## config.mk

```make
export PLATFORM = sky130hd
export DESIGN_NAME = ds2_c64_joy_mapper
export DESIGN_NICKNAME = d
export VERILOG_FILES = /design/src/rtl/ds2_c64_joy_mapper.sv
export SDC_FILE = /design/constraint.sdc
export NUM_CORES = 1
export LEC_CHECK = 0
export ABC_AREA = 1
export BUFFER_PORTS_ARGS = -buffer_cell sky130_fd_sc_hd__buf_4
export CAP_MARGIN = 20
export CORE_MARGIN = 3
export CORE_UTILIZATION = 48
export CTS_BUF_LIST = sky130_fd_sc_hd__clkbuf_4 sky130_fd_sc_hd__clkbuf_8
export DETAILED_ROUTE_END_ITERATION = 6
export PLACE_DENSITY = 0.79
export SLEW_MARGIN = 20
export SYNTH_ARGS = -nofsm -noshare
export SYNTH_HDL_FRONTEND = slang
export SYNTH_SLANG_ARGS = --single-unit
export TNS_END_PERCENT = 50
```

## constraint.sdc

```tcl
create_clock -name clk -period 1.9 [get_ports clk]
set_input_delay 0.095 -clock clk [delete_from_list [all_inputs] [get_ports clk]]
set_output_delay 0.095 -clock clk [all_outputs]
set_load 0.01 [all_outputs]
```

## src/rtl/ds2_c64_joy_mapper.sv

```systemverilog
// DualShock2 to C64 control-port mapper: synchronises pad inputs, snapshots them per frame,
// applies stick hysteresis, D-pad merge, fire/autofire, and drives active-low joystick plus pots.
module ds2_c64_joy_mapper #(
  parameter logic [7:0] ON_THR  = 8'd64,
  parameter logic [7:0] OFF_THR = 8'd48,
  parameter logic [3:0] AF_HALF = 4'd3
) (
  input  logic       clk,
  input  logic       rst_n,
  input  logic       vsync,
  input  logic       key_up,
  input  logic       key_down,
  input  logic       key_left,
  input  logic       key_right,
  input  logic       key_cross,
  input  logic       key_square,
  input  logic       key_select,
  input  logic [7:0] stick_lx,
  input  logic [7:0] stick_ly,
  input  logic [7:0] stick_rx,
  input  logic [7:0] stick_ry,
  output logic [4:0] joy_n,
  output logic [7:0] pot_x,
  output logic [7:0] pot_y,
  output logic       autofire_en
);

  typedef enum logic [1:0] {
    AX_CENTER = 2'd0,
    AX_POS    = 2'd1,
    AX_NEG    = 2'd2
  } axis_t;

  localparam int unsigned K_UP  = 0;
  localparam int unsigned K_DN  = 1;
  localparam int unsigned K_LT  = 2;
  localparam int unsigned K_RT  = 3;
  localparam int unsigned K_CR  = 4;
  localparam int unsigned K_SQ  = 5;
  localparam int unsigned K_SEL = 6;

  // Raw bundle: {vsync, keys[6:0], lx, ly, rx, ry}
  logic [39:0] raw;
  logic [39:0] sync1_q, sync1_d;
  logic [39:0] sync2_q, sync2_d;
  logic        vs_prev_q, vs_prev_d;
  logic        snap_pulse;

  logic [6:0]  snap_keys_q, snap_keys_d;
  logic [7:0]  snap_lx_q, snap_lx_d;
  logic [7:0]  snap_ly_q, snap_ly_d;
  logic [7:0]  snap_rx_q, snap_rx_d;
  logic [7:0]  snap_ry_q, snap_ry_d;
  logic        eval_q, eval_d;
  logic        upd_q, upd_d;

  axis_t       x_state_q, x_state_d;
  axis_t       y_state_q, y_state_d;
  logic        sel_prev_q, sel_prev_d;
  logic        sq_prev_q, sq_prev_d;
  logic [3:0]  af_cnt_q, af_cnt_d;
  logic        af_phase_q, af_phase_d;
  logic        af_en_q, af_en_d;

  logic [4:0]  joy_n_q, joy_n_d;
  logic [7:0]  pot_x_q, pot_x_d;
  logic [7:0]  pot_y_q, pot_y_d;

  logic        frame_valid;
  logic [6:0]  keys_eff;
  logic        up, down, left, right, fire;

  assign raw = {vsync, key_select, key_square, key_cross, key_right, key_left,
                key_down, key_up, stick_lx, stick_ly, stick_rx, stick_ry};

  function automatic axis_t next_axis(input axis_t cur, input logic [7:0] v);
    logic signed [8:0] d;
    logic signed [8:0] on_p;
    logic signed [8:0] off_p;
    axis_t             nxt;
    d     = $signed({1'b0, v}) - 9'sd128;
    on_p  = $signed({1'b0, ON_THR});
    off_p = $signed({1'b0, OFF_THR});
    nxt   = cur;
    case (cur)
      AX_CENTER: begin
        if (d >= on_p)       nxt = AX_POS;
        else if (d <= -on_p) nxt = AX_NEG;
      end
      AX_POS: begin
        if (d <= -on_p)      nxt = AX_NEG;
        else if (d < off_p)  nxt = AX_CENTER;
      end
      AX_NEG: begin
        if (d >= on_p)       nxt = AX_POS;
        else if (d > -off_p) nxt = AX_CENTER;
      end
      default:               nxt = AX_CENTER;
    endcase
    return nxt;
  endfunction

  always_comb begin
    sync1_d    = raw;
    sync2_d    = sync1_q;
    vs_prev_d  = sync2_q[39];
    snap_pulse = sync2_q[39] & ~vs_prev_q;
    eval_d     = snap_pulse;
    upd_d      = eval_q;

    snap_keys_d = snap_keys_q;
    snap_lx_d   = snap_lx_q;
    snap_ly_d   = snap_ly_q;
    snap_rx_d   = snap_rx_q;
    snap_ry_d   = snap_ry_q;
    if (snap_pulse) begin
      snap_keys_d = sync2_q[38:32];
      snap_lx_d   = sync2_q[31:24];
      snap_ly_d   = sync2_q[23:16];
      snap_rx_d   = sync2_q[15:8];
      snap_ry_d   = sync2_q[7:0];
    end
  end

  // A frame with all four stick bytes at zero means no controller answered the poll.
  assign frame_valid = |{snap_lx_q, snap_ly_q, snap_rx_q, snap_ry_q};
  assign keys_eff    = frame_valid ? snap_keys_q : '0;

  always_comb begin
    x_state_d  = x_state_q;
    y_state_d  = y_state_q;
    sel_prev_d = sel_prev_q;
    sq_prev_d  = sq_prev_q;
    af_cnt_d   = af_cnt_q;
    af_phase_d = af_phase_q;
    af_en_d    = af_en_q;
    if (eval_q) begin
      x_state_d  = frame_valid ? next_axis(x_state_q, snap_lx_q) : AX_CENTER;
      y_state_d  = frame_valid ? next_axis(y_state_q, snap_ly_q) : AX_CENTER;
      sel_prev_d = keys_eff[K_SEL];
      sq_prev_d  = keys_eff[K_SQ];
      if (keys_eff[K_SEL] && !sel_prev_q) af_en_d = ~af_en_q;
      if (keys_eff[K_SQ] && !sq_prev_q) begin
        af_cnt_d   = '0;
        af_phase_d = 1'b1;
      end else if (af_cnt_q >= AF_HALF - 4'd1) begin
        af_cnt_d   = '0;
        af_phase_d = ~af_phase_q;
      end else begin
        af_cnt_d   = af_cnt_q + 4'd1;
      end
    end
  end

  always_comb begin
    up    = keys_eff[K_UP] | (y_state_q == AX_NEG);
    down  = keys_eff[K_DN] | (y_state_q == AX_POS);
    left  = keys_eff[K_LT] | (x_state_q == AX_NEG);
    right = keys_eff[K_RT] | (x_state_q == AX_POS);
    fire  = keys_eff[K_CR] | (keys_eff[K_SQ] & (af_en_q ? af_phase_q : 1'b1));

    joy_n_d = joy_n_q;
    pot_x_d = pot_x_q;
    pot_y_d = pot_y_q;
    if (upd_q) begin
      joy_n_d = ~{fire, right & ~left, left & ~right, down & ~up, up & ~down};
      pot_x_d = frame_valid ? snap_rx_q : 8'h80;
      pot_y_d = frame_valid ? snap_ry_q : 8'h80;
    end
  end

  always_ff @(posedge clk or negedge rst_n) begin
    if (!rst_n) begin
      sync1_q     <= '0;
      sync2_q     <= '0;
      vs_prev_q   <= 1'b0;
      eval_q      <= 1'b0;
      upd_q       <= 1'b0;
      snap_keys_q <= '0;
      snap_lx_q   <= 8'h80;
      snap_ly_q   <= 8'h80;
      snap_rx_q   <= 8'h80;
      snap_ry_q   <= 8'h80;
      x_state_q   <= AX_CENTER;
      y_state_q   <= AX_CENTER;
      sel_prev_q  <= 1'b0;
      sq_prev_q   <= 1'b0;
      af_cnt_q    <= '0;
      af_phase_q  <= 1'b0;
      af_en_q     <= 1'b0;
      joy_n_q     <= '1;
      pot_x_q     <= 8'h80;
      pot_y_q     <= 8'h80;
    end else begin
      sync1_q     <= sync1_d;
      sync2_q     <= sync2_d;
      vs_prev_q   <= vs_prev_d;
      eval_q      <= eval_d;
      upd_q       <= upd_d;
      snap_keys_q <= snap_keys_d;
      snap_lx_q   <= snap_lx_d;
      snap_ly_q   <= snap_ly_d;
      snap_rx_q   <= snap_rx_d;
      snap_ry_q   <= snap_ry_d;
      x_state_q   <= x_state_d;
      y_state_q   <= y_state_d;
      sel_prev_q  <= sel_prev_d;
      sq_prev_q   <= sq_prev_d;
      af_cnt_q    <= af_cnt_d;
      af_phase_q  <= af_phase_d;
      af_en_q     <= af_en_d;
      joy_n_q     <= joy_n_d;
      pot_x_q     <= pot_x_d;
      pot_y_q     <= pot_y_d;
    end
  end

  assign joy_n       = joy_n_q;
  assign pot_x       = pot_x_q;
  assign pot_y       = pot_y_q;
  assign autofire_en = af_en_q;

endmodule

```

Word-level counts from Yosys, hierarchy flattened
Cells that the tools add are included.
{"block": "classes", "add_sub_neg": 3, "n_mul": 0, "div": 0, "magnitude_cmp": 9, "n_eq_ne": 10, "shifts": 0, "mux": 24, "bitwise_logic": 19, "reduce_logical": 12}
{"cell": "32-bit OR reduction", "n": 1}
{"cell": "2-bit two-way mux", "n": 14}
{"cell": "4-bit != test, second input constant", "n": 6}
{"cell": "9-bit by 8-bit >= comparator with 1-bit output, second input constant", "n": 2}
{"cell": "9-bit by 7-bit > comparator with 1-bit output, second input constant", "n": 2}
{"cell": "9-bit by 7-bit <= comparator with 1-bit output, second input constant", "n": 2}
{"cell": "9-bit by 7-bit less-than comparator with 1-bit output, second input constant", "n": 2}
{"cell": "8-bit by 8-bit subtractor with 9-bit output, second input constant", "n": 2}
{"cell": "8-bit two-way mux", "n": 2}
{"cell": "2-bit one-hot mux with 3 select lines", "n": 2}
{"cell": "4-bit two-way mux", "n": 2}
{"cell": "4-bit AND reduction", "n": 2}
{"cell": "7-bit two-way mux", "n": 1}
{"cell": "1-bit NOT", "n": 7}
{"cell": "1-bit bitwise AND", "n": 6}
{"cell": "5-bit NOT", "n": 1}
{"cell": "1-bit bitwise OR", "n": 5}
{"cell": "4-bit by 1-bit adder with 4-bit output, second input constant", "n": 1}
{"cell": "2-bit by 1-bit == test with 1-bit output, second input constant", "n": 2}
{"cell": "2-bit == test, second input constant", "n": 2}
{"cell": "4-bit by 2-bit >= comparator with 1-bit output, second input constant", "n": 1}
{"cell": "2-bit zero test", "n": 2}
{"cell": "2-bit AND reduction", "n": 2}
{"cell": "1-bit two-way mux", "n": 3}
{"cell": "other kinds (3)", "n": 5}
{"block": "totals", "register_bits": 155, "latchBits": 0, "ramBits": 0, "rom_bits": 0, "word_cells": 97, "memories": 0}

Logic depth before layout (Yosys ltp)
{"block": "depth", "word_depth": 6, "ltp_mapped": 12, "mapped_depth_nobuf": 11}

Worst setup path after synthesis
No wires, ideal clock.
{"block": "synth_timing", "kind": "register to register", "startpoint": "register snap_ly_q[7]", "endpoint": "register af_en_q, in the netlist autofire_en", "arrival_ps": 1258, "required_time_ps": 1776, "path_slack_ps": 519, "stages_incl_launch_ff": 10, "cell_sequence": "dfstp_2 > inv_2 > nand2_2 > nor2_2 > nand2_1 > nor2_2 > nand2_2 > buf_6 > nand4_1 > xor2_1"}
{"block": "synth_via", "elab_chain_cells": 4}
{"element": "from (decl)", "line": "51", "source": "logic [7:0] snap_ly_q, snap_ly_d;"}
{"element": "from (signal assigned)", "line": "202", "source": "snap_ly_q <= snap_ly_d;"}
{"element": "32-bit OR reduction", "line": "126", "source": "assign frame_valid = |{snap_lx_q, snap_ly_q, snap_rx_q, snap_ry_q};"}
{"element": "7-bit two-way mux", "line": "127", "source": "assign keys_eff = frame_valid ? snap_keys_q : '0;"}
{"element": "1-bit logical AND", "line": "142", "source": "if (keys_eff[K_SEL] && !sel_prev_q) af_en_d = ~af_en_q;"}
{"element": "2-bit AND reduction (no line)"}
{"element": "to (signal assigned)", "line": "211", "source": "af_en_q <= af_en_d;"}
{"element": "to (decl)", "line": "63", "source": "logic af_en_q, af_en_d;"}
No other way between the ends.
A chain may end at the register's enable or synchronous reset.

Final worst setup path
{"block": "layout_timing", "startpoint": "register snap_ly_q[7]", "endpoint": "register af_phase_q"}
{"block": "layout_via", "elab_chain_cells": 5, "word_cells_on_any_way": 6, "classes_between": "2 x mux; 4 x reduce/logical"}
{"element": "32-bit OR reduction *", "line": "126"}
{"element": "7-bit two-way mux *", "line": "127"}
{"element": "1-bit logical AND *", "line": "143", "source": "if (keys_eff[K_SQ] && !sq_prev_q) begin"}
{"element": "2-bit nonzero test (no line)"}
{"element": "2-bit AND reduction (no line)"}
{"element": "to (signal assigned)", "line": "210", "source": "af_phase_q <= af_phase_d;"}
{"element": "to (decl)", "line": "62", "source": "logic af_phase_q, af_phase_d;"}
Every way passes the cells marked *; elsewhere a longest branch is shown, timed or not.

==> run summary <==
Setup violations remaining at the end of the flow were counted as 0. After synthesis the cells add up to 5300 µm². In the final routed layout, each cell accounts on average for 12.6 µm.

The total number of H-tree levels came out at 4. The count of synthesis-stage warnings from yosys came out at 0. The min-delay analysis places its worst path in the category input port to asynchronous set/reset pin. At the worst endpoint, the arrival time is 2.09 ns. TritonCTS built the clock tree.

The wire length of the first global-routing pass is 16200 µm. The reported max-cap violation count came out at 0. Setup slack on the critical path of the routed design comes to 0.132 ns. The area of the placeable core is 10500 µm². The number of placement rows came out at 37. The count of port buffers added during placement is 63. The count of antenna-violating nets left after detailed routing is 0.

The peak clock frequency supported by timing is 566 MHz. The TritonCTS buffer count came out at 17. The path depth of the worst reg2reg path came out at 11. The height of the die is 111 µm. The number of flops mapped to enable cells by yosys came out at 0. The static leakage is 3.31 nW. The source-to-sink clock delay at the later pin of the worst-skew pair is 0.43 ns. Counting stages on the worst path, the most repeated cell is sky130_fd_sc_hd__nand2_1. The element type at the critical path end is a flop. The worst setup slack before clock tree synthesis is 0.148 ns. The global routing usage summed across all routing layers is 16.2%. In the final timing run, aggregate negative setup slack is 0 ns. The worst setup path is launched from a flop. The share of synthesized flip-flops with an asynchronous set or reset came out at 100%. The run finished with clean final reports. Clock tree synthesis selected as its root buffer the cell sky130_fd_sc_hd__clkbuf_8. The post-route netlist has 22.8% of its cells at a drive strength greater than 1. The post-route clock period utilization is 93.0%. The pin slew with the least headroom to its limit came out at 0.570 ns. The sequential share of the synthesized area came out at 73.4%.

The post-cts resize count came out at 0. The library cells used most frequently in the layout, excluding fill and tap cells, are sky130_fd_sc_hd__nand2_1 (146), sky130_fd_sc_hd__dfrtp_1 (144), sky130_fd_sc_hd__buf_4 (69). The iteration-0 DRC count of the detailed router is 150. The horizontal die dimension is 111 µm. Once placement finished, the instance area stood at 5960 µm².

The number of top-level pins is 64. The die covers 12300 µm². The mean post-synth cell area is 11.2 µm². The total count of max-transition violations in the final report is 0. After synthesis the netlist holds a flip-flop and latch count of 155.

The detailed placement HPWL is 6070 µm. Counting distinct cell types in the post-synthesis netlist gives 26. The commonest non-fill, non-tap cell in the layout is sky130_fd_sc_hd__nand2_1. Entering global routing, the biggest net connects 50 pins. The net count of the mapped netlist came out at 519. The dominant synthesized flop cell is sky130_fd_sc_hd__dfrtp_1. The area growth from synthesis to layout is 28.4%. The required time at the endpoint of the critical path is 2.23 ns. The power density over the cells is 1130 nW/µm². The number of optimization iterations in the first detailed-route pass came out at 4. Setup repair after global routing left no endpoint under its margin. The number of DRC violations after detailed routing came out at 0. The clock-pin slew on the worst setup and hold paths came out at 0.08 ns. The number of buffers and inverters on the critical path is 1.

Using the TritonRoute via totals, the vias-per-cell ratio works out to 4.70. Once the floorplan was initialized, standard cells occupied 50.4% of the core. The final count of hold timing violations came out at 0. The number of global-route vias before repair was 3617.

The number of nets in the layout is 636. The antenna diode count came out at 0. The final weighted congestion in routability-driven placement is 0.828. The largest clock skew in the final design came out at 0.0166 ns. Traced cell by cell, the critical path runs through inv_2, nand2_2, nor2_2, nand2_1, nor2_2, nand2_2, nand3_1, nand2_1, nand2_1, nand2_1, nand2_1. The destination of the worst register-to-register timing path is af_phase_q$_DFFE_PN0P_.

The top fanout value on the critical path came out at 12. The routed design has 9340 µm of wire. Setup slack on the worst reg-to-reg path comes out at 0.13 ns. The slowest cell on the critical path is sky130_fd_sc_hd__dfstp_2. The clock sink total came out at 155. The summed area of non-filler cells in the final layout came out at 6810 µm².

The detailed router placed 3479 vias in this run. In this design, the stage delay of the slowest critical-path cell is 0.58 ns. The startpoint identified for the worst register-to-register timing path is snap_ly_q[7]$_DFFE_PN1P_.

The worst-case IR drop observed on VDD is 755 µV. The number of post-CTS setup repair buffers came out at 0. The shortest period the worst path allows is 1.77 ns. Grouping stages by cell kind, the critical path spends the most delay in simple AND/OR/NAND/NOR gates. Synthesis produced 475 cells. The relative max-transition margin came out at 61.9%. The type of the worst setup path is flop to flop. The initial antenna violation count is 0. The clock passes through at most 2 buffers. Summed over all layers, the global routing overflow is 0.
-- metal layers --
layer / up-vias / global-route usage, % / share of wire, %
met2: 75 / 27.1 / 50
met1: 1686 / 20.5 / 45
li1: 1709 / - / -
met5: - / 0 / 0
met4: 0 / 5.11 / 1.3
met3: 9 / 4.91 / 4.2
-- layout make-up --
cell class | instances | area [µm²]
Fill cell | 759 | 3700
Inverter | 41 | 154
Tap cell | 136 | 170
Timing Repair Buffer | 112 | 960
Sequential cell | 155 | 3890
Clock buffer | 17 | 234
Multi-Input combinational cell | 265 | 1200
Clock inverter | 15 | 200
-- worst reg2reg max path: cells and delay by family (launching register included) --
family | cells | cell delay [ns]
AND/OR/NAND/NOR | 10 | 1.01
flip-flops | 1 | 0.58
buffers and inverters | 1 | 0.06
-- cell usage after synthesis, drive strengths merged, types with 2 or more instances --
library cell	number	area [µm²]
nand2	154	598
dfrtp	144	3600
o21ai	47	235
inv	40	150
nor2	33	149
dfstp	11	289
nand3	10	50.1
a21oi	9	67.6
clkbuf	9	33.8
buf	5	31.3
ha	2	25.0
nand3b	2	15.0
nand4	2	12.5
nor3	2	10.0
-- flip-flops by register name, summed over array words and instances, names as in the netlist, 2 cells and up --
name         cells
snap_ry_q        8
snap_lx_q        8
snap_ly_q        8
y_state_q        2
pot_x            8
x_state_q        2
joy_n            5
snap_keys_q      7
sync1_q         40
pot_y            8
snap_rx_q        8
sync2_q         40
af_cnt_q         4
-- stage by stage --
stage          power (W)  instances  utilization [%]  hold WS [ns]
2_1_floorplan    0.00457        475                -        -0.201
3_3_place_gp     0.00498        668             56.7       0.00879
3_5_place_dp     0.00506        668             56.7        0.0104
4_1_cts          0.00775        741             64.8         0.115
5_1_grt          0.00808        741             64.8         0.148
6_report         0.00768        741             64.8         0.116
-- repair_timing --
item | CTS | global route
endpoints found under the setup margin | 0 | 0
hold endpoints to repair | 184 | 0
hold buffers | 41 | 0
-- how the worst max path moves through the flow --
stage / startpoint / to / slack [ns] / cells after the start
floorplan: snap_ly_q[7]$_DFFE_PN1P_ / autofire_en$_DFFE_PN0P_ / 0.52 / 9
global placement: snap_ly_q[7]$_DFFE_PN1P_ / af_phase_q$_DFFE_PN0P_ / 0.24 / 11
detailed placement: snap_ly_q[7]$_DFFE_PN1P_ / af_phase_q$_DFFE_PN0P_ / 0.15 / 11
CTS: snap_ly_q[7]$_DFFE_PN1P_ / af_phase_q$_DFFE_PN0P_ / 0.13 / 11
global route: snap_lx_q[7]$_DFFE_PN1P_ / af_phase_q$_DFFE_PN0P_ / 0.02 / 11
finish: snap_ly_q[7]$_DFFE_PN1P_ / af_phase_q$_DFFE_PN0P_ / 0.13 / 11
-- power breakdown --
part,switching [W],internal [W]
Clock,0.00127,0.00136
Combinational,0.000632,0.000508
Sequential,0.000232,0.00369
-- cell families after synthesis --
group / count (synthesis) / share of synthesized area, %
AOI/OAI and AO/OA: 56 / 5.71
xor gates and xnor gates: 1 / 0.165
and+or+nand+nor: 206 / 16.1
buffers and inverters: 55 / 4.13
DFF: 155 / 73.4
adders and majority gates: 2 / 0.472
No activity file was read; power rests on OpenSTA's default activity.
